<file path="src/rtl/aes_job_arbiter.sv">
// Round-robin arbiter that shares one AES decryption core among NUM_REQ requesters.
// It sequences the level start/done handshake, captures the result and aborts a hung core.
module aes_job_arbiter #(
  parameter int unsigned NUM_REQ     = 2,
  parameter int unsigned TIMEOUT_CYC = 1023,
  localparam int unsigned IW         = $clog2(NUM_REQ),
  localparam int unsigned CW         = $clog2(TIMEOUT_CYC + 1)
) (
  input  logic                     CLK,
  input  logic                     RESET_N,
  input  logic [NUM_REQ-1:0]       REQ_VALID,
  output logic [NUM_REQ-1:0]       REQ_READY,
  input  logic [128*NUM_REQ-1:0]   REQ_KEY,
  input  logic [128*NUM_REQ-1:0]   REQ_MSG,
  output logic [NUM_REQ-1:0]       RSP_VALID,
  input  logic [NUM_REQ-1:0]       RSP_READY,
  output logic [127:0]             RSP_DATA,
  output logic                     RSP_ERR,
  output logic                     AES_START,
  input  logic                     AES_DONE,
  output logic [127:0]             AES_KEY,
  output logic [127:0]             AES_MSG_ENC,
  input  logic [127:0]             AES_MSG_DEC,
  output logic                     BUSY,
  output logic [IW-1:0]            GRANT_ID
);

  localparam int unsigned DW = 128;

  typedef enum logic [2:0] {IDLE, LOAD, RUN, RESP, DRAIN} state_e;

  state_e              state_q, state_d;
  logic [IW-1:0]       ptr_q, ptr_d;
  logic [IW-1:0]       win, grant_d;
  logic                found;
  logic [CW-1:0]       cnt_q, cnt_d;
  logic [DW-1:0]       key_d, msg_d, rsp_data_d;
  logic [NUM_REQ-1:0]  rsp_valid_d;
  logic                rsp_err_d, start_d, busy_d;

  // Winner search: first valid requester at or above the pointer, wrapping around
  always_comb begin
    int idx;
    found = 1'b0;
    win   = '0;
    idx   = 0;
    for (int k = 0; k < int'(NUM_REQ); k++) begin
      idx = int'(ptr_q) + k;
      if (idx >= int'(NUM_REQ)) idx = idx - int'(NUM_REQ);
      if (!found && REQ_VALID[IW'(idx)]) begin
        found = 1'b1;
        win   = IW'(idx);
      end
    end
  end

  // Next-state and next-output logic
  always_comb begin
    state_d     = state_q;
    ptr_d       = ptr_q;
    grant_d     = GRANT_ID;
    cnt_d       = cnt_q;
    key_d       = AES_KEY;
    msg_d       = AES_MSG_ENC;
    start_d     = AES_START;
    rsp_valid_d = RSP_VALID;
    rsp_data_d  = RSP_DATA;
    rsp_err_d   = RSP_ERR;
    REQ_READY   = '0;

    case (state_q)
      IDLE: begin
        if (found) begin
          REQ_READY[win] = 1'b1;
          for (int i = 0; i < int'(NUM_REQ); i++) begin
            if (IW'(i) == win) begin
              key_d = REQ_KEY[i*DW +: DW];
              msg_d = REQ_MSG[i*DW +: DW];
            end
          end
          grant_d = win;
          ptr_d   = (win == IW'(NUM_REQ - 1)) ? '0 : win + IW'(1);
          state_d = LOAD;
        end
      end
      LOAD: begin
        start_d = 1'b1;
        state_d = RUN;
      end
      RUN: begin
        cnt_d = cnt_q + CW'(1);
        // A done arriving in the timeout cycle still completes the job normally
        if (AES_DONE) begin
          rsp_data_d            = AES_MSG_DEC;
          rsp_err_d             = 1'b0;
          rsp_valid_d           = '0;
          rsp_valid_d[GRANT_ID] = 1'b1;
          start_d               = 1'b0;
          state_d               = RESP;
        end else if (cnt_q == CW'(TIMEOUT_CYC - 1)) begin
          rsp_data_d            = '0;
          rsp_err_d             = 1'b1;
          rsp_valid_d           = '0;
          rsp_valid_d[GRANT_ID] = 1'b1;
          start_d               = 1'b0;
          state_d               = RESP;
        end
      end
      RESP: begin
        if (RSP_READY[GRANT_ID]) begin
          rsp_valid_d = '0;
          cnt_d       = '0;
          state_d     = AES_DONE ? DRAIN : IDLE;
        end
      end
      DRAIN: begin
        if (!AES_DONE) state_d = IDLE;
      end
      default: state_d = IDLE;
    endcase

    busy_d = (state_d != IDLE);
  end

  always_ff @(posedge CLK or negedge RESET_N) begin
    if (!RESET_N) begin
      state_q     <= IDLE;
      ptr_q       <= '0;
      cnt_q       <= '0;
      GRANT_ID    <= '0;
      AES_KEY     <= '0;
      AES_MSG_ENC <= '0;
      AES_START   <= 1'b0;
      RSP_VALID   <= '0;
      RSP_DATA    <= '0;
      RSP_ERR     <= 1'b0;
      BUSY        <= 1'b0;
    end else begin
      state_q     <= state_d;
      ptr_q       <= ptr_d;
      cnt_q       <= cnt_d;
      GRANT_ID    <= grant_d;
      AES_KEY     <= key_d;
      AES_MSG_ENC <= msg_d;
      AES_START   <= start_d;
      RSP_VALID   <= rsp_valid_d;
      RSP_DATA    <= rsp_data_d;
      RSP_ERR     <= rsp_err_d;
      BUSY        <= busy_d;
    end
  end

endmodule
</file>
<file path="config.mk">
export PLATFORM = sky130hd
export DESIGN_NAME = aes_job_arbiter
export DESIGN_NICKNAME = d
export VERILOG_FILES = /design/src/rtl/aes_job_arbiter.sv
export SDC_FILE = /design/constraint.sdc
export NUM_CORES = 1
export LEC_CHECK = 0
export CORE_AREA = 3 3 400 402
export CTS_CLUSTER_DIAMETER = 50
export DETAILED_ROUTE_END_ITERATION = 6
export DIE_AREA = 0 0 403 405
export PLACE_DENSITY_LB_ADDON = 0.1
export SLEW_MARGIN = 25
export SYNTH_ARGS = -nofsm -noshare
export SYNTH_HDL_FRONTEND = slang
export SYNTH_SLANG_ARGS = --single-unit
</file>
<file path="constraint.sdc">
create_clock -name CLK -period 2 [get_ports CLK]
set_input_delay 0.4 -clock CLK [delete_from_list [all_inputs] [get_ports CLK]]
set_output_delay 0.4 -clock CLK [all_outputs]
set_load 0.02 [all_outputs]
</file>
; Word-level counts from Yosys, hierarchy flattened
; Cells that the tools add are included.
[classes]
add_sub_neg = 5
order_cmp = 8
eq_ne = 7
n_mux = 41
reduce_logical = 14
[ops]
columns = op, count
row1 = 128-bit two-way mux, 4
row2 = 10-bit one-hot mux with 2 select lines, 1
row3 = 1-bit two-way mux, 19
row4 = 3-bit two-way mux, 6
row5 = 3-bit one-hot mux with 5 select lines, 1
row6 = 10-bit by 1-bit adder with 10-bit output (second input constant), 1
row7 = 10-bit equality test (second input constant), 1
row8 = 10-bit two-way mux, 1
row9 = 2-bit two-way mux, 5
row10 = 2-bit AND reduction, 4
row11 = 3-bit by 2-bit equality test with 1-bit output (second input constant), 2
row12 = 1-bit by 3-bit < comparator with 1-bit output (second input constant), 2
row13 = 2-bit nonzero test, 3
row14 = 1-bit by 2-bit < comparator with 1-bit output (second input constant), 2
row15 = 2-bit one-hot mux with 2 select lines, 1
row16 = 3-bit by 1-bit equality test with 1-bit output (second input constant), 1
row17 = 3-bit equality test (second input constant), 1
row18 = 1-bit logical AND, 3
row19 = 3-bit zero test, 1
row20 = 3-bit inequality test (second input constant), 1
row21 = 3-bit AND reduction, 1
row22 = 3-bit nonzero test, 1
row23 = 1-bit by 1-bit adder with 2-bit output (second input constant), 1
row24 = 1-bit demux with 1-bit select, 2
row25 = 8 further kinds, 10
[totals]
ff_bits = 404
out_inout_bits = 392

; Longest topological paths before layout
[depth]
ltp_word = 15
mapped_depth = 8

; Least setup slack after synthesis
; No wires, ideal clock.
[synth_path]
path_type = register -> register
from = register state_q[2]
to = register RSP_DATA[72]
setup_time_ps = 121
arrival_ps = 1900
required_ps = 1879
slack_ps = -21
stages_incl_launch_ff = 9
cell_sequence = dfrtp_1 clkbuf_1 or3b_1 buf_2 nor4_4 nor2_2 buf_6 buf_6 a22o_1
[synth_via]
elab_chain_len = 2
[synth_rtl]
columns = element, line_no
row1 = from (decl), 32  ; state_e state_q, state_d;
row2 = from (signal assigned), 139  ; state_q <= state_d;
row3 = 3-bit by 2-bit equality test with 1-bit output, 71  ; case (state_q)
row4 = 2-bit AND reduction (no source line), --
row5 = to (signal assigned), 147  ; RSP_DATA <= rsp_data_d;
row6 = to (decl), 17  ; output logic [127:0] RSP_DATA,
; Every way passes these cells.
; A chain may end at the register's enable or synchronous reset.

; Worst setup path after layout
[layout_path]
from = register state_q[0]
to = output port REQ_READY[1]
[layout_via]
elab_chain_len = 2
[layout_rtl]
columns = element, line_no
row1 = 3-bit zero test, 71
row2 = 2-bit two-way mux, 71
row3 = to (decl), 12  ; output logic [NUM_REQ-1:0] REQ_READY,
; Every way passes these cells.

==> reports/metrics.yaml <==
status: "finished with violations"
violations: "negative setup slack"
hold_class: "in2async"
cts_tree: "built"
wl_mm: 110
drive_above_1_share_pct: 12.8
p_int_w: 0.0332
synth.most_common_cell: "dfrtp_1"
die_x_um: 403
p_switching_w: 0.0224
power_frac_seq_pct: 25.5
ys_ff_latch: 404
relSlewSlack_pct: 48.6
fmax_mhz: 459
endpoint_kind: "output pin"
power_density_nw_per_um2: 1600
leakage_nw: 16.0
ir_worst_vdd_uv: 637
synth_area_leaders: "dfrtp_1, mux2i_1, o21ai_0"
path_clk_slew_ps: 50
switching_share_pct: 40.3
yosys_warnings: 0
async_flop_share_pct: 100
die_h_um: 405
firstDrtPassIters: 5
area_growth_pct: 103
setup_viol: 132
initial_core_util_pct: 10.9
grt_use_total_pct: 12.7
placed_cells: 4572
cp_max_fo: 2
grt_pass1_wl_mm: 146
hold_viol: 0
worst_ep_arrival_time_ps: 1780
r2r_setup_slack_ps: -160
pwr-share-clk_pct: 27.9
die_area_um2: 163000
cts_root_buf: "clkbuf_16"
fin_cells: 4791
criticalPathCategory: "reg2out"
num_vias: 16400
tightest_slew_ps: 770
layout_min_cycle_time_ps: 2180
clk_latency_ps: 670
finalPower_w: 0.0556
period_share_pct: 109
drc: 0
combPwrFrac_pct: 46.7
synth_top_area_share_pct: 59.2
core_um2: 156000
synthTopCellsByCount: "dfrtp_1, nand2_1, o21ai_0"
finish.utilization_pct: 22.2
synth_cells: 1498
clockBufferDepth: 3
cp_data_required_time_ps: 1600
grt_max_degree: 143
drt_iter0_drc: 597
numClockSinks: 404
overflow: 0
ys_seq_area_share_pct: 59.2
htree_levels: 3
max_cap_violations: 0
antenna_left: 0
io_buffers: 1037
final.setup.tns_ps: -12350
gp_congestion: 0.830
fin_worst_skew_ps: 50.6
grt_pass1_vias: 17900
vias_per_cell: 3.42
synth.net_count: 2147
pre_cts_slack_ps: -265
io_pins: 1039
syn-mean-instance-area_um2: 11.4
antenna_found_initial: 23
synth-edff-count: 0
worst_slack_ps: -178
post_drt_wl_per_cell_um: 23.0
ys_types: 35
row_count: 145
finalMaxSlewViolations: 0
synth_area_um2: 17100
nets: 3305
dp_hpwl_mm: 84.9
synth_top_area_cell: "dfrtp_1"
start_kind: "flop"
ys.flop_type: "dfrtp_1"
cts_made_buffers: 85
grt_setup_unrepaired: "true"
==> final timing paths <==
check	start	endpoint	depth (start not counted)
setup / recovery	state_q[0]	REQ_READY[1]	5
hold / removal	RESET_N	RSP_DATA[10]	2
setup reg to reg	state_q[0]	RSP_DATA[31]	11
hold reg to reg	AES_KEY[108]	AES_KEY[108]	2
max in group asynchronous	RESET_N	AES_MSG_ENC[19]	3
min in group CLK	AES_MSG_DEC[75]	RSP_DATA[75]	2
==> cells by family (layout without fill, tap and decap cells) <==
group	after synthesis	count (layout)	share of synthesized area [%]
AOI/OAI and AO/OA	399	399	14.7
xor gates and xnor gates	8	8	0.410
adders and majority gates	2	2	0.147
buffers and inverters	123	1351	3.27
DFF	404	404	59.2
muxes	258	258	15.1
other	0	7	0
and+or+nand+nor	304	304	7.16
==> sequential cells by signal (all words and copies together) (netlist names), 2 cells and up <==
name         count
state_q          3
cnt_q           10
RSP_DATA       128
RSP_VALID        2
AES_KEY        128
AES_MSG_ENC    128
==> layer usage <==
layer | share of wire (%) | vias up | wire length (um) | track usage [%]
met5 | 0.063 | - | 69 | 0
met4 | 1.9 | 10 | 2100 | 3.35
met3 | 8.2 | 129 | 9010 | 4.74
met2 | 53 | 620 | 58900 | 23.7
met1 | 36 | 7930 | 40200 | 13.3
li1 | - | 7685 | - | -
==> per-stage QoR <==
step / instance area (um^2) / hold WS (ps)
after floorplan: 17100 / 104
after global placement: 30600 / 431
after detailed placement: 30600 / 431
after CTS: 34100 / 250
after global routing: 34700 / 281
final: 34700 / 338
==> timing repair <==
action / in CTS / in global routing
pin swaps: 10 / 40
gates cloned: 11 / 19
resized for setup: 494 / 34
endpoints found under the setup margin: 481 / 178
hold buffers: 1 / 0
hold endpoints to repair: 18 / 0
setup buffers: 25 / 6
==> critical path: stages (launching register included) <==
cell and delay [ps]:
dfrtp_1 400, nor3_2 150, buf_4 160, buf_6 100, and3_4 180, buf_8 130
==> area by class of cell <==
type | instances | area [um^2]
antenna | 7 | 17.5
fill | 17000 | 122000
timing repair buffer | 1189 | 12200
clock buffer | 104 | 2340
multi-input combinational | 971 | 6570
clock inverter | 53 | 787
tap | 2058 | 2570
inverter | 5 | 18.8
sequential | 404 | 10100
==> placed cells by master, fill, tap and decap left out, types with 3 or more instances in the layout <==
master / count
buf_16: 14
inv_1: 5
nor4_4: 3
clkinv_4: 6
clkdlybuf4s50_1: 644
dfrtp_2: 7
buf_12: 38
buf_8: 10
clkbuf_8: 12
buf_4: 66
nand2_1: 263
inv_6: 6
mux2i_1: 249
o21ai_0: 259
clkinv_2: 13
clkbuf_1: 6
bufinv_16: 14
nor2_1: 12
clkdlybuf4s15_1: 16
clkdlybuf4s15_2: 7
a22o_1: 128
mux2i_2: 3
buf_6: 13
dfrtp_1: 396
diode_2: 7
nand4_1: 3
clkbuf_16: 102
inv_16: 3
clkinvlp_4: 8
nor2_4: 3
nand3_1: 7
mux2i_4: 6
xnor2_1: 6
dlygate4sd2_1: 360
==> power by group through the flow <==
stage	registers [W]	logic, W	clock network (W)
detailed placement	0.0144	0.0267	0
global route	0.0147	0.0280	0.0165
finish	0.0142	0.0260	0.0155
CTS	0.0142	0.0260	0.0161
floorplan	0.0184	0.00751	0
global placement	0.0143	0.0267	0
No activity file was read; power rests on OpenSTA's default activity.
